[src/rtl/if_fetch.sv]
// ----------------------------------------------------------------------------
// if_fetch : instruction-fetch stage feeding the IF/ID pipeline register.
//
// Owns the fetch PC, issues word requests on a pipelined instruction bus
// (req/gnt address phase, in-order rvalid data phase) and buffers returned
// words in a 2-entry prefetch FIFO whose head drives pc_o/inst_o.
// A branch redirect from EX flushes the FIFO and discards every response
// that is still on its way back.
//
// Handshakes:
//   address phase : a request is accepted in any cycle where ibus_req_o and
//                   ibus_gnt_i are both 1; ibus_addr_o is only allowed to
//                   change after such a cycle or on a redirect.
//   data phase    : ibus_rvalid_i marks one response word, returned in
//                   request order, at the earliest one cycle after its grant.
//   IF/ID         : the head entry is consumed in a cycle where stalled[1]
//                   is 0, the FIFO is non-empty and no redirect is present.
//
// Ports:
//   clk               system clock, rising edge
//   rst               asynchronous reset, active low
//   ex_branch_flag_i  redirect from EX this cycle
//   ex_branch_addr_i  redirect target (word aligned)
//   stalled[5:0]      pipeline stall vector; only stalled[1] is used here
//   ibus_req_o        address-phase request
//   ibus_addr_o       request address (= fetch PC)
//   ibus_gnt_i        request accepted
//   ibus_rvalid_i     response valid
//   ibus_rdata_i      response word
//   pc_o / inst_o     FIFO head, or zero (bubble) when the FIFO is empty
// ----------------------------------------------------------------------------
module if_fetch #(
   parameter logic [31:0] RESET_PC = 32'h0000_0000
) (
   input  logic        clk,
   input  logic        rst,
   input  logic        ex_branch_flag_i,
   input  logic [31:0] ex_branch_addr_i,
   input  logic [5:0]  stalled,
   output logic        ibus_req_o,
   output logic [31:0] ibus_addr_o,
   input  logic        ibus_gnt_i,
   input  logic        ibus_rvalid_i,
   input  logic [31:0] ibus_rdata_i,
   output logic [31:0] pc_o,
   output logic [31:0] inst_o
);

   localparam logic [31:0] ZERO_WORD = 32'h0000_0000;

   // fetch state
   logic [31:0] r_fetch_pc;
   logic [1:0]  r_outstanding;   // requests granted but not yet answered
   logic [1:0]  r_drop_cnt;      // of those, how many belong to a flushed path

   // prefetch FIFO
   logic [31:0] r_fifo_pc   [0:1];
   logic [31:0] r_fifo_inst [0:1];
   logic        r_rd_ptr;
   logic        r_wr_ptr;
   logic [1:0]  r_count;

   // pcs of live (non-dropped) in-flight requests, in request order
   logic [31:0] r_ifq_pc [0:1];
   logic        r_ifq_rd;
   logic        r_ifq_wr;

   logic        w_pop;
   logic        w_push;
   logic        w_grant;
   logic [2:0]  w_occupancy;
   logic        w_room;
   logic        w_unused_in;

   assign w_pop = !stalled[1] && (r_count != 2'd0) && !ex_branch_flag_i;

   // Slots already spoken for: buffered words plus words still in flight,
   // less the one IF/ID takes this cycle. A new request is only made when a
   // FIFO slot is guaranteed for its response, so the FIFO can never overflow.
   assign w_occupancy = {1'b0, r_count} + {1'b0, r_outstanding} - {2'b00, w_pop};
   assign w_room      = (w_occupancy < 3'd2);

   // Gated with rst so the request is low while reset is held and rises as
   // soon as it is released.
   assign ibus_req_o  = rst && !ex_branch_flag_i && w_room;
   assign ibus_addr_o = r_fetch_pc;
   assign w_grant     = ibus_req_o && ibus_gnt_i;

   // Words from a flushed path are counted off by r_drop_cnt; the branch cycle
   // itself discards any word arriving with it.
   assign w_push = ibus_rvalid_i && (r_drop_cnt == 2'd0) && !ex_branch_flag_i;

   assign pc_o   = (r_count == 2'd0) ? ZERO_WORD : r_fifo_pc[r_rd_ptr];
   assign inst_o = (r_count == 2'd0) ? ZERO_WORD : r_fifo_inst[r_rd_ptr];

   assign w_unused_in = ^{stalled[5:2], stalled[0], ex_branch_addr_i[1:0]};

   always_ff @(posedge clk or negedge rst) begin
      if (!rst) begin
         r_fetch_pc     <= RESET_PC;
         r_outstanding  <= 2'd0;
         r_drop_cnt     <= 2'd0;
         r_fifo_pc[0]   <= ZERO_WORD;
         r_fifo_pc[1]   <= ZERO_WORD;
         r_fifo_inst[0] <= ZERO_WORD;
         r_fifo_inst[1] <= ZERO_WORD;
         r_rd_ptr       <= 1'b0;
         r_wr_ptr       <= 1'b0;
         r_count        <= 2'd0;
         r_ifq_pc[0]    <= ZERO_WORD;
         r_ifq_pc[1]    <= ZERO_WORD;
         r_ifq_rd       <= 1'b0;
         r_ifq_wr       <= 1'b0;
      end else if (ex_branch_flag_i) begin
         // Redirect: everything still to come back belongs to the old path.
         r_fetch_pc    <= {ex_branch_addr_i[31:2], 2'b00};
         r_outstanding <= r_outstanding - {1'b0, ibus_rvalid_i};
         r_drop_cnt    <= r_outstanding - {1'b0, ibus_rvalid_i};
         r_rd_ptr      <= 1'b0;
         r_wr_ptr      <= 1'b0;
         r_count       <= 2'd0;
         r_ifq_rd      <= 1'b0;
         r_ifq_wr      <= 1'b0;
      end else begin
         if (w_grant) begin
            r_fetch_pc         <= r_fetch_pc + 32'd4;
            r_ifq_pc[r_ifq_wr] <= r_fetch_pc;
            r_ifq_wr           <= !r_ifq_wr;
         end
         r_outstanding <= r_outstanding + {1'b0, w_grant} - {1'b0, ibus_rvalid_i};
         if (ibus_rvalid_i && (r_drop_cnt != 2'd0)) begin
            r_drop_cnt <= r_drop_cnt - 2'd1;
         end
         if (w_push) begin
            r_fifo_pc[r_wr_ptr]   <= r_ifq_pc[r_ifq_rd];
            r_fifo_inst[r_wr_ptr] <= ibus_rdata_i;
            r_wr_ptr              <= !r_wr_ptr;
            r_ifq_rd              <= !r_ifq_rd;
         end
         if (w_pop) begin
            r_rd_ptr <= !r_rd_ptr;
         end
         r_count <= r_count + {1'b0, w_push} - {1'b0, w_pop};
      end
   end

   a_no_fifo_overflow: assert property (@(posedge clk) disable iff (!rst)
      !(w_push && (r_count == 2'd2) && !w_pop));

   a_no_spurious_rvalid: assert property (@(posedge clk) disable iff (!rst)
      !(ibus_rvalid_i && (r_outstanding == 2'd0)));

endmodule

[config.mk]
export PLATFORM = sky130hd
export DESIGN_NAME = if_fetch
export DESIGN_NICKNAME = d
export VERILOG_FILES = /design/src/rtl/if_fetch.sv
export SDC_FILE = /design/constraint.sdc
export NUM_CORES = 1
export LEC_CHECK = 0
export CAP_MARGIN = 0
export CORE_ASPECT_RATIO = 1.5
export CORE_MARGIN = 1.5
export CORE_UTILIZATION = 50
export CTS_BUF_LIST = sky130_fd_sc_hd__clkbuf_8
export DETAILED_ROUTE_END_ITERATION = 6
export DONT_BUFFER_PORTS = 1
export SETUP_SLACK_MARGIN = 0.2
export SYNTH_ARGS = -nofsm -noshare
export SYNTH_HDL_FRONTEND = slang
export SYNTH_SLANG_ARGS = --single-unit
[constraint.sdc]
create_clock -name clk -period 4.8 [get_ports clk]
set_input_delay 0.72 -clock clk [delete_from_list [all_inputs] [get_ports clk]]
set_output_delay 0.72 -clock clk [all_outputs]
set_load 0.02 [all_outputs]
==> results.py <==
metrics = {
    "status": {
        "status": "finished with violations",
        "violations": "negative hold slack",
    },
    "timing": {
        "slew_headroom_pct": 22.1,
        "tightest_slew_ps": 1170,
        "setup_viol": 0,
        "drv_slew": 0,
        "hold_violations": 212,
        "setup_ws_ps": 1020,
        "rsz0062_at_grt": "false",
        "period_needed_ps": 3780,
        "tns_ps": 0,
        "holdWs_ps": -78.9,
        "fin_skew_ps": 17.6,
        "fin_crit_sh_pct": 78.8,
        "fmax_mhz": 264,
    },
    "power": {
        "p_sw_mw": 2.07,
        "power_density_nw_per_um2": 554,
        "comb_power_share_pct": 26.2,
        "vdd_drop_max_mv": 0.229,
        "p_leak_nw": 4.94,
        "pwr-share-seq_pct": 50.0,
        "internal_power_mw": 4.16,
        "clkPwrFrac_pct": 23.8,
        "swShare_pct": 33.2,
    },
    "place": {
        "dp.final_hpwl_mm": 14.6,
        "place.gp.congestion": 0.808,
        "portBuffers": 0,
        "dpl_cell_area_um2": 10600,
        "dp.cells": 1128,
        "dpl_worst_slack_ps": 725,
    },
    "synth": {
        "syn_inst": 916,
        "synthTopCellsByArea": "dfrtp_1 (54%), mux2_2 (13%), mux2i_1 (9.0%)",
        "ys_types": 52,
        "synthFlopType": "dfrtp_1",
        "yosysSeqAreaShare_pct": 53.7,
        "netlist_area_um2": 10400,
        "syn_area_per_cell_um2": 11.4,
        "ys_ff_latch": 224,
        "synth_top_area_share_pct": 53.7,
        "synth_largest_area_cell": "dfrtp_1",
        "ys_warn_count": 0,
        "async_reset_ff_share_pct": 100,
        "synth-edff-count": 0,
    },
    "clock_tree": {
        "ctsHtreeMaxLevel": 2,
        "clk_pin_slew_ps": 60,
        "clock_path_buffers": 3,
        "root_buffer": "clkbuf_8",
        "cts_buffers": 35,
        "clk_latency_ps": 510,
        "post_cts_buffers": 0,
        "cts_sinks": 224,
        "cts_tree": "built",
        "cts_resized": 0,
    },
    "floorplan": {
        "start_util_pct": 51.1,
        "fp.dieH_um": 180,
        "core_um2": 20400,
        "io_pins": 172,
        "die_x_um": 121,
        "die_area_um2": 21800,
        "rows": 64,
    },
    "finish": {
        "nets": 986,
        "drive_gt1_share_pct": 20.2,
        "antenna_cells": 0,
        "fin_area_um2": 11200,
        "finalNonFillerCells": 1186,
        "final_util_pct": 55.1,
        "areaGrowthSynthToFinish_pct": 7.81,
    },
    "setup_path": {
        "crit_path_end_kind": "register",
        "arrival_ps": 4210,
        "required_ps": 5220,
        "start_kind": "register",
        "critPathKind": "register to register",
        "critPathMaxFanout": 33,
    },
    "drt": {
        "routedWlPerCell_um": 19.1,
        "dr.first_iter.drc_count": 339,
        "drc": 0,
        "postRouteAntennaNets": 0,
        "vias_per_cell": 5.77,
        "vias": 6847,
        "routed_wl_mm": 22.6,
        "drt_first_pass_iters": 4,
    },
    "global_route": {
        "grt_max_degree": 226,
        "grt_pass1_wl_mm": 36.6,
        "track_usage_pct": 21.1,
        "grt_pass1_vias": 6977,
        "antenna_found_initial": 0,
        "grt-ovfl-total": 0,
    },
    "run": {
        "drv_cap": 0,
    },
    "hold_path": {
        "hold_class": "input pin to async pin",
    },
}
placed cells by master, fill, tap and decap left out, types with 6 or more instances in the layout:
master    netlist  final
nor2_1        113    110
ha_1            9      9
mux2_2        120    120
o21ai_0        54     54
nand4_1        10     10
nand2b_1        7      7
mux2i_1        94     94
a21oi_1        37     37
clkbuf_8        0     43
a221o_1         9      9
xnor2_1         8      8
inv_1          12     25
buf_4           4      7
and3_1          6      6
nand2_1        69     68
dfrtp_1       224    222
nand3_1         8      8
o211ai_1        7      7
flip-flops by register name, indices dropped and copies added, names as in the netlist:
name,count
r_rd_ptr,1
r_wr_ptr,1
r_drop_cnt,2
r_outstanding,2
r_ifq_rd,1
r_fifo_pc,60
r_ifq_pc,60
r_ifq_wr,1
ibus_addr_o,30
r_fifo_inst,64
r_count,2
per-stage QoR:
step,hold slack (ps),power [mW]
after detailed placement,430,4.83
final,-78.9,6.23
after global placement,430,4.70
after CTS,-113,6.33
after global routing,-112,6.67
after floorplan,424,4.41
synth_stat cells (3+ instances only):
library cell and number:
dfrtp_1 224, mux2_2 120, nor2_1 113, mux2i_1 94
nand2_1 69, o21ai_0 54, a21oi_1 37, buf_2 27
clkbuf_1 20, buf_1 12, inv_1 12, nand4_1 10
a221o_1 9, ha_1 9, nand3_1 8, xnor2_1 8
nand2b_1 7, o211ai_1 7, and3_1 6, nor2b_1 5
and4_1 4, buf_4 4, nand3b_1 4, nor3_1 4
xor2_1 4, a21o_1 3, a31oi_1 3, nor3b_1 3
nor4_1 3, o311ai_0 3, o311ai_1 3
worst max-delay path, cell delays in order, from the launching register on:
cell and delay, ps:
dfrtp_1 420, nor2_4 60, nor3_1 220, ha_1 280, nand2b_1 150, fa_1 390
xor2_1 190, and4_1 620, inv_2 110, buf_4 280, ha_1 310, inv_1 40
ha_1 180, xnor2_1 120, o21ai_0 190, xnor2_1 140
power by group through the flow:
stage	registers, mW	clock network, mW	logic [mW]
after detailed placement	3.16	0	1.66
after floorplan	2.92	0	1.49
final	3.12	1.48	1.63
after global placement	3.11	0	1.59
after global routing	3.21	1.63	1.83
after CTS	3.13	1.54	1.67
metal layers:
metal	part of all wire, %	vias to the layer above	global-route usage (%)
li1	-	3183	-
met1	39	3427	25.0
met5	0	-	0
met3	7.3	32	5.84
met2	52	205	37.0
met4	2.0	0	6.12
area by class of cell:
type / count / area (um^2)
clock buffers: 43 / 592
clock inverters: 15 / 58.8
fillers: 1757 / 9170
inverters: 13 / 48.8
multi-input cells: 619 / 4530
flip-flops and latches: 224 / 5610
well taps: 264 / 330
repair buffers: 8 / 72.6
logic make-up after synthesis:
logic type | after synthesis | share of synthesized area [%]
multiplexers | 216 | 22.2
XOR/XNOR | 12 | 1.01
flip-flops | 224 | 53.7
AO/OA/AOI/OAI | 128 | 7.33
AND/OR/NAND/NOR | 249 | 11.2
buffers and inverters | 76 | 3.20
other | 1 | 0.0359
adder cells (fa/ha/maj) | 10 | 1.27
worst paths after layout:
path                                   from               end  slack, ps  cells past startpoint
max                              r_count[1]  r_outstanding[1]       1020                     15
min                                     rst   r_fifo_inst[16]        -80                      0
max reg2reg                      r_count[1]  r_outstanding[1]       1020                     15
min reg2reg                    r_fifo_pc[2]      r_fifo_pc[2]        480                      2
max in group asynchronous               rst      r_ifq_pc[20]       4510                      0
min in group clk           ex_branch_flag_i          r_rd_ptr        280                      1
No activity file was read; power rests on OpenSTA's default activity.
